--- src/rtl/fpu_elastic_pipe_pkg.sv ---
// Shared FPU datapath types: operand struct, pipe entry and occupancy-width helper.
package fpu_elastic_pipe_pkg;

  localparam int TAG_W_DEFAULT = 4;

  typedef struct packed {
    logic        sign;
    logic [7:0]  exponent;
    logic [22:0] mantissa;
  } float_point_num;

  typedef struct packed {
    float_point_num            data;
    logic [TAG_W_DEFAULT-1:0]  tag;
  } fp_pipe_entry_t;

  function automatic int occ_width(input int n);
    return $clog2(n + 1);
  endfunction

endpackage

--- src/rtl/fpu_elastic_pipe_if.sv ---
// Handshake, data and observation bundle of the elastic FPU pipe.
interface fpu_elastic_pipe_if #(
  parameter int STAGES = 6,
  parameter int TAG_W  = 4
);
  import fpu_elastic_pipe_pkg::*;

  localparam int OCC_W = occ_width(STAGES);

  logic                 flush;
  logic                 in_valid;
  logic                 in_ready;
  float_point_num       in_data;
  logic [TAG_W-1:0]     in_tag;
  logic                 out_valid;
  logic                 out_ready;
  float_point_num       out_data;
  logic [TAG_W-1:0]     out_tag;
  logic [STAGES-1:0]    stage_valid;
  float_point_num       stage_data [0:STAGES-1];
  logic [OCC_W-1:0]     occupancy;

  modport master (
    output flush, in_valid, in_data, in_tag, out_ready,
    input  in_ready, out_valid, out_data, out_tag, stage_valid, stage_data, occupancy
  );

  modport slave (
    input  flush, in_valid, in_data, in_tag, out_ready,
    output in_ready, out_valid, out_data, out_tag, stage_valid, stage_data, occupancy
  );

endinterface

--- src/rtl/fpu_elastic_pipe_stage.sv ---
// One valid/ready register slot: accepts whenever empty or when downstream drains it.
module fpu_pipe_stage
  import fpu_elastic_pipe_pkg::*;
#(
  parameter int TAG_W = TAG_W_DEFAULT
) (
  input  logic             clk,
  input  logic             rst,
  input  logic             flush,
  input  logic             up_valid,
  input  float_point_num   up_data,
  input  logic [TAG_W-1:0] up_tag,
  output logic             down_valid,
  input  logic             down_ready,
  output float_point_num   down_data,
  output logic [TAG_W-1:0] down_tag
);

  logic             v;
  float_point_num   d;
  logic [TAG_W-1:0] t;
  logic             up_ready;

  assign up_ready = !v || down_ready;

  // Payload only moves with a valid entry; a bubble just clears v.
  always_ff @(posedge clk) begin
    if (rst) begin
      v <= 1'b0;
      d <= '0;
      t <= '0;
    end else if (flush) begin
      v <= 1'b0;
    end else if (up_ready) begin
      v <= up_valid;
      if (up_valid) begin
        d <= up_data;
        t <= up_tag;
      end
    end
  end

  assign down_valid = v;
  assign down_data  = d;
  assign down_tag   = t;

endmodule

--- src/rtl/fpu_elastic_pipe.sv ---
// Elastic STAGES-deep valid/ready pipe with flush, per-stage taps and occupancy count.
module fpu_elastic_pipe
  import fpu_elastic_pipe_pkg::*;
#(
  parameter int STAGES = 6,
  parameter int TAG_W  = TAG_W_DEFAULT
) (
  input logic               clk,
  input logic               rst,
  fpu_elastic_pipe_if.slave p
);

  localparam int OCC_W = occ_width(STAGES);

  logic [STAGES:0]    rdy;
  logic [STAGES-1:0]  v;
  logic [STAGES-1:0]  up_v;
  float_point_num     d    [STAGES];
  float_point_num     up_d [STAGES];
  logic [TAG_W-1:0]   t    [STAGES];
  logic [TAG_W-1:0]   up_t [STAGES];
  logic [OCC_W-1:0]   occ;
  logic               in_xfer;
  logic               out_xfer;

  // Ready of stage i unrolled from the chain: some slot at or after i is empty, or the consumer drains.
  assign rdy[STAGES] = p.out_ready;

  for (genvar i = 0; i < STAGES; i++) begin : g_stage
    if (i == 0) begin : g_head
      assign up_v[i] = p.in_valid;
      assign up_d[i] = p.in_data;
      assign up_t[i] = p.in_tag;
    end else begin : g_link
      assign up_v[i] = v[i-1];
      assign up_d[i] = d[i-1];
      assign up_t[i] = t[i-1];
    end

    assign rdy[i] = p.out_ready || !(&v[STAGES-1:i]);

    fpu_pipe_stage #(.TAG_W(TAG_W)) u_stage (
      .clk        (clk),
      .rst        (rst),
      .flush      (p.flush),
      .up_valid   (up_v[i]),
      .up_data    (up_d[i]),
      .up_tag     (up_t[i]),
      .down_valid (v[i]),
      .down_ready (rdy[i+1]),
      .down_data  (d[i]),
      .down_tag   (t[i])
    );

    assign p.stage_data[i] = d[i];
  end

  assign p.in_ready    = rdy[0] && !p.flush;
  assign p.out_valid   = v[STAGES-1];
  assign p.out_data    = d[STAGES-1];
  assign p.out_tag     = t[STAGES-1];
  assign p.stage_valid = v;

  assign in_xfer  = p.in_valid && p.in_ready;
  assign out_xfer = v[STAGES-1] && p.out_ready;

  // Occupancy tracks accepted-minus-delivered, so it always equals popcount(v).
  always_ff @(posedge clk) begin
    if (rst || p.flush) begin
      occ <= '0;
    end else if (in_xfer && !out_xfer) begin
      occ <= occ + OCC_W'(1);
    end else if (!in_xfer && out_xfer) begin
      occ <= occ - OCC_W'(1);
    end
  end

  assign p.occupancy = occ;

endmodule

--- src/flat_wrapper.sv ---
// flat-port wrapper written by rule: the top's interface ports become plain ports
module fpu_elastic_pipe_flat import fpu_elastic_pipe_pkg::*;
#(
  parameter int STAGES = 6,
  parameter int TAG_W  = TAG_W_DEFAULT
)
  (clk, rst, p_flush, p_in_valid, p_in_data, p_in_tag, p_out_ready, p_in_ready, p_out_valid, p_out_data, p_out_tag, p_stage_valid, p_stage_data, p_occupancy);
  fpu_elastic_pipe_if #(.STAGES(STAGES), .TAG_W(TAG_W)) p_i ();
  input logic clk;
  input logic rst;
  input wire logic [$bits(p_i.flush)-1:0] p_flush;
  input wire logic [$bits(p_i.in_valid)-1:0] p_in_valid;
  input wire logic [$bits(p_i.in_data)-1:0] p_in_data;
  input wire logic [$bits(p_i.in_tag)-1:0] p_in_tag;
  input wire logic [$bits(p_i.out_ready)-1:0] p_out_ready;
  output wire logic [$bits(p_i.in_ready)-1:0] p_in_ready;
  output wire logic [$bits(p_i.out_valid)-1:0] p_out_valid;
  output wire logic [$bits(p_i.out_data)-1:0] p_out_data;
  output wire logic [$bits(p_i.out_tag)-1:0] p_out_tag;
  output wire logic [$bits(p_i.stage_valid)-1:0] p_stage_valid;
  output wire logic [$bits(p_i.stage_data)-1:0] p_stage_data;
  output wire logic [$bits(p_i.occupancy)-1:0] p_occupancy;
  assign p_i.flush = p_flush;
  assign p_i.in_valid = p_in_valid;
  assign p_i.in_data = p_in_data;
  assign p_i.in_tag = p_in_tag;
  assign p_i.out_ready = p_out_ready;
  assign p_in_ready = p_i.in_ready;
  assign p_out_valid = p_i.out_valid;
  assign p_out_data = p_i.out_data;
  assign p_out_tag = p_i.out_tag;
  assign p_stage_valid = p_i.stage_valid;
  assign p_stage_data = {>>{p_i.stage_data}};
  assign p_occupancy = p_i.occupancy;
  fpu_elastic_pipe #(.STAGES(STAGES), .TAG_W(TAG_W)) u_core (.clk(clk), .rst(rst), .p(p_i));
endmodule
--- config.mk ---
export PLATFORM = sky130hd
export DESIGN_NAME = fpu_elastic_pipe_flat
export DESIGN_NICKNAME = d
export VERILOG_FILES = /design/src/rtl/fpu_elastic_pipe_pkg.sv /design/src/rtl/fpu_elastic_pipe_if.sv /design/src/rtl/fpu_elastic_pipe_stage.sv /design/src/rtl/fpu_elastic_pipe.sv /design/src/flat_wrapper.sv
export SDC_FILE = /design/constraint.sdc
export NUM_CORES = 1
export LEC_CHECK = 0
export ABC_AREA = 1
export CORE_AREA = 4 4 137 171
export CTS_BUF_LIST = sky130_fd_sc_hd__clkbuf_16
export CTS_CLUSTER_SIZE = 10
export DETAILED_ROUTE_END_ITERATION = 6
export DIE_AREA = 0 0 141 175
export PLACE_DENSITY = 0.75
export SKIP_CTS_REPAIR_TIMING = 1
export SLEW_MARGIN = 40
export SYNTH_ARGS = -nofsm -noshare
export SYNTH_HDL_FRONTEND = slang
export SYNTH_SLANG_ARGS = --single-unit
--- constraint.sdc ---
create_clock -name clk -period 1.98 [get_ports clk]
set_input_delay 0.297 -clock clk [delete_from_list [all_inputs] [get_ports clk]]
set_output_delay 0.297 -clock clk [all_outputs]
set_load 0.01 [all_outputs]
---- Word level (Yosys, flattened, before mapping) ----
Cells that the tools add are included.
operators by class
  add/sub/neg operators ................... 2
  multiplexer cells ....................... 2
  bitwise gates (word level) .............. 1
  reductions and logical operators ........ 44
operators by type and width
  cell                 number
  $reduce_and 3->1     7
  $logic_not 1->1      14
  $logic_or 1x1->1     12
  $mux 3               2
  $reduce_and 6->1     1
  $logic_and 1x1->1    5
  $reduce_and 5->1     1
  $reduce_and 4->1     1
  $add 3x1->3 const B  1
  $sub 3x1->3 const B  1
  $reduce_and 2->1     1
  $reduce_bool 2->1    1
  $reduce_or 2->1      1
  $not 1->1            1
storage, ports and cells
  register bits ........................... 225
  input port bits ......................... 41
  output and inout port bits .............. 239
  logic and storage cells ................. 80

---- Longest topological paths before layout ----
  word-level depth ........................ 9
  mapped depth ............................ 15
  mapped depth without buffers ............ 13

---- Cells and area by module ----
A second synthesis with hierarchy kept.
unflattened totals
  cell total of the unflattened synthesis .. 1,522
  area total of the unflattened synthesis .. 10,699.0 um^2
modules (own cells, without submodules)
  module            instances  cells an instance  area each (um^2)  seq. area each (um^2)
  fpu_pipe_stage    6          241                1,700.4           740.7
  fpu_elastic_pipe  1          76                 496.7             60.1

---- Worst setup path before layout ----
OpenSTA, ideal clock, no wires.
  path kind ............................... reg2reg
  start point ............................. register u_core.g_stage[5].u_stage.v
  end point ............................... register u_core.occ[2] (netlist: u_core.p.occupancy[2])
  library setup time ...................... 126 ps
  data arrival time ....................... 2,011 ps
  data required time ...................... 1,854 ps
  path slack .............................. -157 ps
  cell stages (with the launch flop) ...... 16
  buffers on the path ..................... 2
  clock period less this slack ............ 2,137 ps
  cells stage by stage .................... dfxtp_1 > nand2_1 > nor2_1 > nand3_1 > buf_2 > buf_2 > nand2_1 > inv_1 > ha_1 > inv_1 > fa_1 > inv_1 > nand2_1 > nand3_1 > nand2_1 > nor3b_1
on the way
  cells in the longest elaborated chain, start to end .. 8
  elaborated cells on any way between the ends .. 12
  classes of those cells .................. mux (1); reduce/logical (11)
ends and longest elaborated chain
  item                                RTL line                      RTL
  from (decl)                         fpu_elastic_pipe_stage.sv:19  logic v;
  from (signal assigned)              fpu_elastic_pipe_stage.sv:35  v <= up_valid;
  $reduce_and 6->1                    fpu_elastic_pipe.sv:40        assign rdy[i] = p.out_ready || !(&v[STAGES-1:i]);
  $logic_not 1->1                     fpu_elastic_pipe.sv:40
  $logic_or 1x1->1                    fpu_elastic_pipe.sv:40
  $logic_and 1x1->1                   fpu_elastic_pipe.sv:58        assign p.in_ready = rdy[0] && !p.flush;
  $logic_and 1x1->1                   fpu_elastic_pipe.sv:64        assign in_xfer = p.in_valid && p.in_ready;
  $logic_not 1->1                     fpu_elastic_pipe.sv:73        end else if (!in_xfer && out_xfer) begin
  $logic_and 1x1->1                   fpu_elastic_pipe.sv:73
  $reduce_bool 2->1 (no source line)  --
  to (signal assigned)                fpu_elastic_pipe.sv:72        occ <= occ + OCC_W'(1);
  to (signal assigned)                fpu_elastic_pipe.sv:74        occ <= occ - OCC_W'(1);
  to (decl)                           fpu_elastic_pipe.sv:22        logic [OCC_W-1:0] occ;
Several ways; a longest one is shown, not always the timed one.
A chain may end at the register's enable or synchronous reset.

---- Final worst setup path ----
  start point ............................. register u_core.g_stage[5].u_stage.v
  end point ............................... output p_in_ready
on the way
  cells in the longest elaborated chain, start to end .. 4
ends and longest elaborated chain
  item               RTL line                RTL
  $reduce_and 6->1   fpu_elastic_pipe.sv:40
  $logic_not 1->1    fpu_elastic_pipe.sv:40
  $logic_or 1x1->1   fpu_elastic_pipe.sv:40
  $logic_and 1x1->1  fpu_elastic_pipe.sv:58
  to (decl)          flat_wrapper.sv:16      output wire logic [$bits(p_i.in_ready)-1:0] p_in_ready;
No other way between the ends.

==> summary.md <==
| Metric | Value |
|---|---|
| Leakage dissipation | `4.64 nW` |
| Htree depth | `1` |
| Core Util, Final | `0.574` |
| HPWL after detailed placement | `17300 um` |
| Share of the clock period used by the worst path | `0.941` |
| Syn Nets | `1245` |
| Std-Cell Core Area | `0.0216 sq mm` |
| Ranking of synthesized cells by instance count | `225 x sky130_fd_sc_hd__dfxtp_1, 220 x sky130_fd_sc_hd__nor2_1, 159 x sky130_fd_sc_hd__nand2_1` |
| Seq cells post-synth | `225` |
| Ranking of synthesized cells by area | `sky130_fd_sc_hd__dfxtp_1 50%, sky130_fd_sc_hd__nor2_1 9.2%, sky130_fd_sc_hd__a21oi_1 8.4%` |
| Global-route usage over all layers | `0.187` |
| DR vias/cell | `4.79` |
| Die X-Extent | `141 um` |
| Maximum achievable frequency | `537 MHz` |
| Max-slew violation count | `0` |
| Max-Cap Viols | `0` |
| Smallest hold slack | `181 ps` |
| Cells after synthesis | `1202` |
| Source-to-sink clock delay at the later pin of the worst-skew pair | `510 ps` |
| Number of nets still failing antenna checks after routing | `0` |
| Destination of the worst register-to-register timing path | `u_core.p.occupancy[2]$_SDFFE_PP0P_` |
| Required time of the critical path | `1680 ps` |
| RSZ-0062 raised after global routing | `no` |
| Post-route worst setup slack | `117 ps` |
| Leading register cell type out of synthesis | `sky130_fd_sc_hd__dfxtp_1` |
| Total CTS buffers | `26` |
| Count leader, synth | `sky130_fd_sc_hd__dfxtp_1` |
| Clock skew after layout | `7.32 ps` |
| Cells on worst reg2reg path | `13` |
| Total number of vias | `8107` |
| Initial antenna violation count | `0` |
| Overflow left after global routing | `0` |
| Clock sinks | `225` |
| Worst hold path stage count | `4` |
| Share of synthesized area occupied by flip-flops and latches | `0.500` |
| Number of enable flip-flop cells after synthesis | `0` |
| Endpoints failing hold | `0` |
| Drt initial violations | `383` |
| Area share of the largest cell type after synthesis | `0.500` |
| Number of search-and-repair iterations in the first detailed-routing pass | `5` |
| Power per unit of standard cell area | `754 mW/mm^2` |
| Hold path startpoint | `rst` |
| Library cell occupying the most area in the post-synthesis netlist | `sky130_fd_sc_hd__dfxtp_1` |
| Total area of sequential cells | `0.00451 sq mm` |
| Final routed wirelength across all metal layers | `24300 um` |
| Total die area | `0.0247 sq mm` |
| Kind of capture point of the worst setup path | `primary output` |
| Avg Synthesized Cell Area | `7.50 sq um` |
| Wire length of the first global-routing pass | `39200 um` |
| TritonCTS clock tree | `done` |
| Result of the run | `finished clean` |
| Layout area overhead | `37.8%` |
| Initial Utilization | `0.417` |
| Min Clock Period, post-route | `1860 ps` |
| Mapped Area | `0.00901 sq mm` |
| Largest net degree at the start of global routing | `74` |
| IO buf count | `279` |
| Hold path endpoint | `u_core.g_stage[1].u_stage.down_tag[0]$_SDFFE_PP0P_` |
| Diode insertion count for antenna repair | `0` |
| Kind of start point of the critical path | `register` |
| Setup TNS after final layout | `0 ps` |
| Share of async-settable or async-resettable flops after synthesis | `0` |
| # fillers | `2028` |
| Number of design rule violations left after detail routing | `0` |
| Top-level port count | `280` |
| Die boundary height | `175 um` |
| Post-place setup slack | `-199 ps` |
| Max-Slew Margin vs Limit | `0.504` |
| Setup Viol. Count Final | `0` |
| Vias in the first global route | `7525` |
| Synth warn | `0` |
| Root Buffer Master | `sky130_fd_sc_hd__clkbuf_16` |
| Slew of the pin with the lowest slew margin | `744 ps` |
| CP Class | `reg -> out` |
| Number of nets in the finished design | `1455` |
| R2R setup slack | `210 ps` |
| Multi-input logic area | `0.00342 sq mm` |
| Number of buffers between clock root and the deepest sink | `3` |
| Crit-path max FO | `5` |
| Count of different cell masters after synthesis | `20` |
| Share of post-route cells with drive strength above 1 | `0.0516` |
| Reg2reg start | `u_core.g_stage[5].u_stage.down_valid$_SDFFE_PP0P_` |
| Mean routed wirelength per cell | `14.3 um` |
| Number of standard-cell rows in the floorplan | `60` |
| Critical path data arrival time | `1570 ps` |
| IR Drop Worst-Case VDD | `531 uV` |
| Post-CTS clock slew at the launch and capture registers of the worst setup and hold paths | `50 ps` |
| Tightest Hold Check Type | `in -> reg` |
| Routability Congestion | `0.813` |
## layout by cell type (no fill, tap or decap), types with 5 or more instances in the layout
master	n
sky130_fd_sc_hd__clkdlybuf4s50_1	277
sky130_fd_sc_hd__dfxtp_1	223
sky130_fd_sc_hd__nor2_1	220
sky130_fd_sc_hd__nand2_1	158
sky130_fd_sc_hd__a21oi_1	151
sky130_fd_sc_hd__nand3_1	145
sky130_fd_sc_hd__inv_1	90
sky130_fd_sc_hd__o21ai_0	72
sky130_fd_sc_hd__clkbuf_16	27
sky130_fd_sc_hd__buf_4	17
sky130_fd_sc_hd__buf_12	9
sky130_fd_sc_hd__nor2_4	5
## critical path, cell delays in order (launching register included)
cell                             delay (ps)
sky130_fd_sc_hd__dfxtp_2                380
sky130_fd_sc_hd__nand2_2                 80
sky130_fd_sc_hd__nor2_1                 120
sky130_fd_sc_hd__nand3_2                 90
sky130_fd_sc_hd__buf_4                  140
sky130_fd_sc_hd__nand2_1                 50
sky130_fd_sc_hd__inv_1                   40
sky130_fd_sc_hd__dlymetal6s2s_1         160
## worst max path at each step
stage / to / slack [ps] / cells past startpoint / startpoint
floorplan: u_core.p.occupancy[2]$_SDFFE_PP0P_ / 20 / 13 / p_flush
global placement: u_core.p.occupancy[2]$_SDFFE_PP0P_ / -160 / 13 / p_out_ready
detailed placement: u_core.p.occupancy[2]$_SDFFE_PP0P_ / -200 / 13 / p_out_ready
CTS: p_in_ready / -260 / 7 / u_core.g_stage[3].u_stage.down_valid$_SDFFE_PP0N_
global route: p_in_ready / 40 / 7 / u_core.g_stage[5].u_stage.down_valid$_SDFFE_PP0P_
finish: p_in_ready / 120 / 7 / u_core.g_stage[5].u_stage.down_valid$_SDFFE_PP0P_
## where the power goes
group / total (mW) / internal [mW] / switching [mW]
Sequential: 4.68 / 4.61 / 0.0678
Combinational: 0.641 / 0.323 / 0.318
Clock: 4.05 / 2.38 / 1.67
Total: 9.37 / 7.31 / 2.05
## flip-flops by register name (all words and copies together) (netlist names)
name / flops
u_core.g_stage.u_stage.down_tag: 24
u_core.g_stage.u_stage.down_valid: 6
u_core.g_stage.u_stage.down_data: 192
u_core.p.occupancy: 3
## layer usage
layer  track usage  vias up  wire length (um)
li1              -     4226                 -
met1         0.236     3609             10300
met2         0.325      228             12000
met3        0.0298       44              1320
met4        0.0622        0               695
met5             0        -                 0
## cells by family after synthesis
family          share of synthesized area
compound gates                      0.124
flops                               0.500
xor+xnor                         0.000972
simple gates                        0.250
fa+ha+maj                         0.00361
buf+inv                             0.121
## per-stage QoR
step / power (mW) / area (sq um) / cells
after floorplan: 5.11 / 9020 / 1202
after global placement: 5.41 / 11700 / 1663
after detailed placement: 5.42 / 11700 / 1663
after CTS: 9.48 / 12400 / 1694
after global routing: 9.74 / 12400 / 1694
final: 9.37 / 12400 / 1694
## layout make-up
class | instances | area share
flip-flops and latches | 225 | 0.363
multi-input cells | 762 | 0.276
repair buffers | 305 | 0.250
clock buffers | 27 | 0.0544
well taps | 279 | 0.0281
inverters | 92 | 0.0280
clock inverters | 4 | 0.00121
Note: power is estimated with default switching activity, not from simulation.
